**config.mk**
```make
export PLATFORM = sky130hd
export DESIGN_NAME = ro_puf_eval
export DESIGN_NICKNAME = d
export VERILOG_FILES = /design/src/rtl/ro_puf_eval.sv
export SDC_FILE = /design/constraint.sdc
export NUM_CORES = 1
export LEC_CHECK = 0
export ABC_AREA = 1
export CELL_PAD_IN_SITES_DETAIL_PLACEMENT = 0
export CELL_PAD_IN_SITES_GLOBAL_PLACEMENT = 1
export CORE_ASPECT_RATIO = 1.2
export CORE_MARGIN = 1
export CORE_UTILIZATION = 41
export DETAILED_ROUTE_END_ITERATION = 6
export GPL_ROUTABILITY_DRIVEN = 0
export PLACE_DENSITY = 0.95
export SKIP_LAST_GASP = 1
export SYNTH_ARGS = -nofsm -noshare
export SYNTH_HDL_FRONTEND = slang
export SYNTH_SLANG_ARGS = --single-unit
```
**constraint.sdc**
```tcl
create_clock -name clk -period 5.1 [get_ports clk]
set_input_delay 1.02 -clock clk [delete_from_list [all_inputs] [get_ports clk]]
set_output_delay 1.02 -clock clk [all_outputs]
set_load 0.02 [all_outputs]
```
**src/rtl/ro_puf_eval.sv**
```systemverilog
`default_nettype none
// ============================================================================
// Module      : ro_puf_eval
// Description : Ring-oscillator PUF evaluator. Counts edges of one selected
//               oscillator per bank over a window and compares the counts.
// Revision    : 1.0 - initial release
// ============================================================================
module ro_puf_eval #(
    parameter int N_RO       = 32,
    parameter int SEL_W      = 4,
    parameter int CNT_W      = 16,
    parameter int WIN_W      = 16,
    parameter int SETTLE_CYC = 4
) (
    input  logic               clk,
    input  logic               rst_n,
    input  logic               start,
    input  logic [2*SEL_W-1:0] challenge,
    input  logic [WIN_W-1:0]   win_len,
    input  logic [N_RO-1:0]    ro_in,
    output logic [N_RO-1:0]    ro_en,
    output logic               busy,
    output logic               resp_valid,
    input  logic               resp_ready,
    output logic               resp,
    output logic               resp_tie,
    output logic               resp_sat,
    output logic [CNT_W-1:0]   cnt_a,
    output logic [CNT_W-1:0]   cnt_b
);

    localparam int c_HALF  = N_RO / 2;
    localparam int c_SET_W = $clog2(SETTLE_CYC + 1);

    localparam logic [CNT_W-1:0]  c_CNT_MAX = '1;
    localparam logic [c_HALF-1:0] c_ONE     = {{(c_HALF-1){1'b0}}, 1'b1};

    localparam logic [2:0] c_ST_IDLE    = 3'd0;
    localparam logic [2:0] c_ST_SETTLE  = 3'd1;
    localparam logic [2:0] c_ST_COUNT   = 3'd2;
    localparam logic [2:0] c_ST_COMPARE = 3'd3;
    localparam logic [2:0] c_ST_DONE    = 3'd4;

    logic [2:0]         r_state;
    logic [2:0]         w_state_nxt;
    logic [SEL_W-1:0]   r_sel_a;
    logic [SEL_W-1:0]   r_sel_b;
    logic [WIN_W-1:0]   r_win;
    logic [WIN_W-1:0]   r_left;
    logic [c_SET_W-1:0] r_settle;
    logic [N_RO-1:0]    r_sync1;
    logic [N_RO-1:0]    r_sync2;
    logic [N_RO-1:0]    r_prev;
    logic [CNT_W-1:0]   r_cnt_a;
    logic [CNT_W-1:0]   r_cnt_b;
    logic               r_sat_a;
    logic               r_sat_b;
    logic               r_resp;
    logic               r_tie;

    logic [N_RO-1:0]    w_rise;
    logic [c_HALF-1:0]  w_rise_lo;
    logic [c_HALF-1:0]  w_rise_hi;
    logic               w_rise_a;
    logic               w_rise_b;
    logic               w_counting;
    logic               w_en;

    assign w_rise     = r_sync2 & ~r_prev;
    assign w_rise_lo  = w_rise[c_HALF-1:0];
    assign w_rise_hi  = w_rise[N_RO-1:c_HALF];
    assign w_rise_a   = w_rise_lo[r_sel_a];
    assign w_rise_b   = w_rise_hi[r_sel_b];
    assign w_counting = (r_state == c_ST_COUNT);
    assign w_en       = (r_state == c_ST_SETTLE) || w_counting;

    assign ro_en      = w_en ? {c_ONE << r_sel_b, c_ONE << r_sel_a} : '0;
    assign busy       = (r_state != c_ST_IDLE);
    assign resp_valid = (r_state == c_ST_DONE);
    assign resp       = r_resp;
    assign resp_tie   = r_tie;
    assign resp_sat   = r_sat_a | r_sat_b;
    assign cnt_a      = r_cnt_a;
    assign cnt_b      = r_cnt_b;

    always_ff @(posedge clk) begin
        if (!rst_n) begin
            r_state <= c_ST_IDLE;
        end else begin
            r_state <= w_state_nxt;
        end
    end

    // SETTLE runs SETTLE_CYC+1 cycles: the enable-launch cycle plus the settle time.
    always_comb begin
        w_state_nxt = r_state;
        case (r_state)
            c_ST_IDLE:    if (start) w_state_nxt = c_ST_SETTLE;
            c_ST_SETTLE:  if (r_settle == '0) w_state_nxt = c_ST_COUNT;
            c_ST_COUNT:   if (r_left == WIN_W'(1)) w_state_nxt = c_ST_COMPARE;
            c_ST_COMPARE: w_state_nxt = c_ST_DONE;
            c_ST_DONE:    if (resp_ready) w_state_nxt = c_ST_IDLE;
            default:      w_state_nxt = c_ST_IDLE;
        endcase
    end

    always_ff @(posedge clk) begin
        if (!rst_n) begin
            r_sync1  <= '0;
            r_sync2  <= '0;
            r_prev   <= '0;
            r_sel_a  <= '0;
            r_sel_b  <= '0;
            r_win    <= '0;
            r_left   <= '0;
            r_settle <= '0;
            r_cnt_a  <= '0;
            r_cnt_b  <= '0;
            r_sat_a  <= 1'b0;
            r_sat_b  <= 1'b0;
            r_resp   <= 1'b0;
            r_tie    <= 1'b0;
        end else begin
            r_sync1 <= ro_in;
            r_sync2 <= r_sync1;
            r_prev  <= r_sync2;

            case (r_state)
                c_ST_IDLE: begin
                    if (start) begin
                        r_sel_a  <= challenge[SEL_W-1:0];
                        r_sel_b  <= challenge[2*SEL_W-1:SEL_W];
                        r_win    <= (win_len == '0) ? WIN_W'(1) : win_len;
                        r_settle <= c_SET_W'(SETTLE_CYC);
                        r_cnt_a  <= '0;
                        r_cnt_b  <= '0;
                        r_sat_a  <= 1'b0;
                        r_sat_b  <= 1'b0;
                        r_resp   <= 1'b0;
                        r_tie    <= 1'b0;
                    end
                end
                c_ST_SETTLE: begin
                    if (r_settle == '0) begin
                        r_left <= r_win;
                    end else begin
                        r_settle <= r_settle - c_SET_W'(1);
                    end
                end
                c_ST_COUNT: begin
                    r_left <= r_left - WIN_W'(1);
                    // Saturating counters; the sticky flag marks the step onto the maximum.
                    if (w_rise_a && (r_cnt_a != c_CNT_MAX)) begin
                        r_cnt_a <= r_cnt_a + CNT_W'(1);
                        if (r_cnt_a == c_CNT_MAX - CNT_W'(1)) r_sat_a <= 1'b1;
                    end
                    if (w_rise_b && (r_cnt_b != c_CNT_MAX)) begin
                        r_cnt_b <= r_cnt_b + CNT_W'(1);
                        if (r_cnt_b == c_CNT_MAX - CNT_W'(1)) r_sat_b <= 1'b1;
                    end
                end
                c_ST_COMPARE: begin
                    r_resp <= (r_cnt_b >= r_cnt_a);
                    r_tie  <= (r_cnt_b == r_cnt_a);
                end
                default: ;
            endcase
        end
    end

endmodule
`default_nettype wire

```
Yosys cells after proc, flatten, opt, wreduce, memory -nomap -nowiden
Index checks and enable logic that the tools add are counted.

$add $sub $neg: 4. Order comparisons: 3. Equality and inequality tests: 19. Shift-type cells: 2. Mux-type cells: 30. Bitwise gates (word level): 3. Reductions and logical operators: 20.

Operators with widths (count): $pmux 16 s2 (3); $mux 16 (5); $add 16x1->16 const B (2); $and 32x32->32 (1); $eq 16x16->1 const B (2); $mux 32 (1); $ne 16x16->1 const B (2); $not 32->32 (1); $shl 1x4->16 const A (2); $mux 3 (6); $eq 16x1->1 const B (1); $eq 16x16->1 (1); $ge 16x16->1 (1); $logic_not 16->1 (1); $sub 16x1->16 const B (1); $pmux 3 s5 (1); $ne 2x1->1 const B (7); $reduce_and 4->1 (3); $lt 4x5->1 const B (2); $reduce_and 3->1 (3); $bmux 1 s4 (2); $pmux 1 s2 (4); $reduce_bool 2->1 (4); $mux 1 (7); 12 further kinds (18).

Register bits after elaboration: 178. Logic and storage cells: 96.

Longest topological paths before layout
Depth after elaboration: 7. Mapped depth: 13. Mapped depth without buffers: 12.

Worst setup path before layout
OpenSTA, ideal clock, no wires.

Path type: flip-flop to output port. Start: reg r_state[2]. End: out ro_en[11]. Arrival: 1.555 ns. Required time: 4.080 ns. Setup slack: 2.525 ns. Stages on the path, launching flop included: 8. Path through: dfxtp_1 > nor2_1 > nand2_1 > nand2_1 > inv_1 > nor2_1 > inv_1 > nor3_1.

Longest elaborated chain between the ends: 3. Elaborated cells between the ends (all ways): 4. Those cells by class: eq/ne: 2; mux: 1; reduce/logical: 1.

RTL lines: start, declared (RTL line 44) `logic [2:0] r_state;`; start signal, assigned (RTL line 88) `r_state <= c_ST_IDLE;`; start signal, assigned (RTL line 90) `r_state <= w_state_nxt;`; $eq 3x1->1 / $eq 3x2->1 (equally long branches) (RTL line 75, 74); $logic_or 1x1->1 * (RTL line 75) `assign w_en = (r_state == c_ST_SETTLE) || w_counting;`; $mux 32 * (RTL line 77) `assign ro_en = w_en ? {c_ONE << r_sel_b, c_ONE << r_sel_a} : '0;`; end, declared (RTL line 21) `output logic [N_RO-1:0] ro_en,`.

Mark *: on every way between the ends. The rest lies on a longest branch, timed or not.

Worst setup path after layout
Ends and elaborated chain as after synthesis.

==> impl_results.md <==
* Status: completed
* R2R Setup Slk at around 2.3 ns
* Htree depth at 4
* Number of global-route vias before repair at around 6700
* Util after Layout at 0.525
* Nets@finish at 1403
* Layout area overhead at 24.8%
* Final setup fails at 0
* Post-synthesis cell type count at 37
* Crit path DAT at 2.64 ns
* Relative slew slack at 0.401
* Buffers on Ports at approximately 130
* DIE WIDTH at between 100 and 150 µm
* Via density per instance at roughly 4.7
* WS Path Type: reg -> out
* Ports at ~130
* Cts hold-fix bufs at 0
* Residual DRC count at 0
* Syn nets at between 1000 and 1500
* Yosys top cell area share at 0.432
* Initial antenna violation count at 0
* DP Cell Count at around 1600
* Final non-filler cell total at roughly 1600
* Final Max Slew Viols at 0
* Clock Skews at 0.00849 ns
* #FFs+latches synth at about 180
* CTS max path bufs at 2
* Detail Route Antenna Nets at 0
* CTS tree: done
* Setup TNS at 0 ns
* Unrepaired setup endpoints after global routing: false
* Fill cells at about 1900
* CP required at 4.08 ns
* Most frequent cells in the layout: nand2_1 (277), inv_1 (246), dfxtp_1 (178), clkdlybuf4s50_1 (127), nor2_1 (125)
* Pleak at between 4 and 5 nW
* Gr ovfl total at 0
* Global Route Usage Sum at 0.193
* Max-cap viol count at 0
* Final worst path period need at about 3.7 ns
* Min-delay worst type: reg -> reg
* Cells after Synth at 1209
* Synth top area cells: dfxtp_1 (43%), nand2_1 (13%), inv_1 (11%), nand3_1 (5.8%), nor2_1 (5.7%)
* Ys async rst share at 0
* Worst hold start: r_sync1[21]
* Seq/Total Area, Yosys at 0.432
* Post-synth EDFFs at 0
* CTS root buf: clkbuf_16
* Vias at 7460
* Startpoint types: flip-flop
* Area leader, netlist: dfxtp_1
* Commonest non-fill, non-tap cell in the layout: nand2_1
* Fmax at 0.273 GHz
* Main synth FF type: dfxtp_1
* Worst skew pair latency at between 0.4 and 0.5 ns
* Slew of the pin with the lowest slew margin at between 0.8 and 0.9 ns
* TritonCTS buffer count at 17
* Crit path from: r_state[2]
* CP Capture Type: primary output
* Largest net degree at the start of global routing at 98
* Initial DRC Count at 324
* Die height at roughly 160 µm
* Clock Pin Slew Worst Setup and Hold Paths at approximately 0.07 ns
* Cell Pwr Density at between 400 and 500 nW/µm²
* ANT cells at 0
* Mapped Avg Cell Area at a little under 7 µm²
* Core Area at just under 20000 µm²
* Drt wl/cell at roughly 12 µm
* Critical Path Fanout Max at 6
* WL final at just under 20 mm
* Post-cts sizing count at 0
* Setup Buffers After CTS at 0
* Mapped Area at ~8200 µm²
* CTS sink cnt at between 150 and 200
* Std-Cell Rows at between 50 and 60
* DIE AREA at slightly above 20000 µm²
* DR pass1 iterations at 4
* Worst reg2reg path startpoint: r_state[2]
* Final hold vios at 0
* Share of cells above drive strength 1 at 0.0375
* VDD IR max at approximately 0.28 mV
* Period utilization at 0.717
* Synth warnings at 0
* First-pass GRT wire length at ~32 mm
* Dpl hpwl at 13.9 mm
* Initial Util at 0.420
==> path summary, 6_finish.rpt <==
kind | cells after the start | to
worst max-delay path | 8 | ro_en[11]
worst min-delay path | 2 | r_sync2[21]
worst max register to register | 8 | cnt_b[9]
worst min register to register | 2 | r_sync2[21]
==> cell usage after synthesis, drive strengths merged (5+ instances only) <==
cell,count
a21oi,68
buf,16
clkbuf,25
dfxtp,178
ha,24
inv,251
nand2,280
nand3,95
nand3b,5
nand4,15
nor2,126
nor3,21
nor4,5
o211ai,10
o21ai,48
o22ai,11
xor2,9
==> sequential cells by signal, summed over array words and instances, names as in the netlist, 4 cells and up <==
signal   count
r_prev      32
r_sync1     32
r_sync2     32
cnt_a       16
cnt_b       16
r_left      16
r_win       16
r_sel_a      4
r_sel_b      4
==> routing by layer <==
layer / track usage / share of wire / vias to the layer above
met5: 0 / 0 / -
met4: 0.0775 / 0.017 / 0
met3: 0.0293 / 0.028 / 26
met2: 0.343 / 0.51 / 127
met1: 0.235 / 0.45 / 3328
li1: - / - / 3979
==> metrics by stage <==
stage	hold slack (ns)	power (W)	setup slack, ns	area, µm²
2_1_floorplan	0.390	0.00281	2.53	8250
3_3_place_gp	0.392	0.00327	1.96	9700
3_5_place_dp	0.396	0.00329	1.93	9700
4_1_cts	0.409	0.00461	1.43	10300
5_1_grt	0.429	0.00489	1.22	10300
6_report	0.404	0.00457	1.44	10300
==> logic make-up (layout without fill, tap and decap cells) <==
logic type,after synthesis,count (layout),share of synthesized area
AO/OA/AOI/OAI,154,154,0.104
XOR/XNOR,11,11,0.0117
adder cells (fa/ha/maj),24,24,0.0364
buffers and inverters,292,415,0.136
flip-flops,178,178,0.432
AND/OR/NAND/NOR,550,550,0.280
==> power breakdown <==
part | total, W | switching [W] | leakage, nW | internal [W]
logic | 0.00151 | 0.000934 | 3.17 | 0.000580
clock network | 0.00131 | 0.000608 | 0.292 | 0.000701
registers | 0.00174 | 0.000183 | 1.46 | 0.00156
total | 0.00457 | 0.00172 | 4.92 | 0.00284
==> cell type report <==
| type | instances | area (µm²) | share of cell area |
|---|---|---|---|
| tap | 261 | 327 | 0.0317 |
| timing repair buffer | 132 | 1310 | 0.127 |
| multi-input combinational | 739 | 3560 | 0.346 |
| inverter | 251 | 942 | 0.0915 |
| sequential | 178 | 3560 | 0.346 |
| clock inverter | 14 | 164 | 0.0159 |
| clock buffer | 18 | 429 | 0.0417 |
==> critical path: stages (launching register included) <==
cell and delay (ns):
dfxtp_1 0.33, nor2_1 0.25, nand2_1 0.13, nand2_1 0.10, inv_1 0.10, nor2_1 0.17, inv_1 0.15, nor3_1 0.31
clkdlybuf4s50_1 0.67
(Power assumes the default switching activity.)
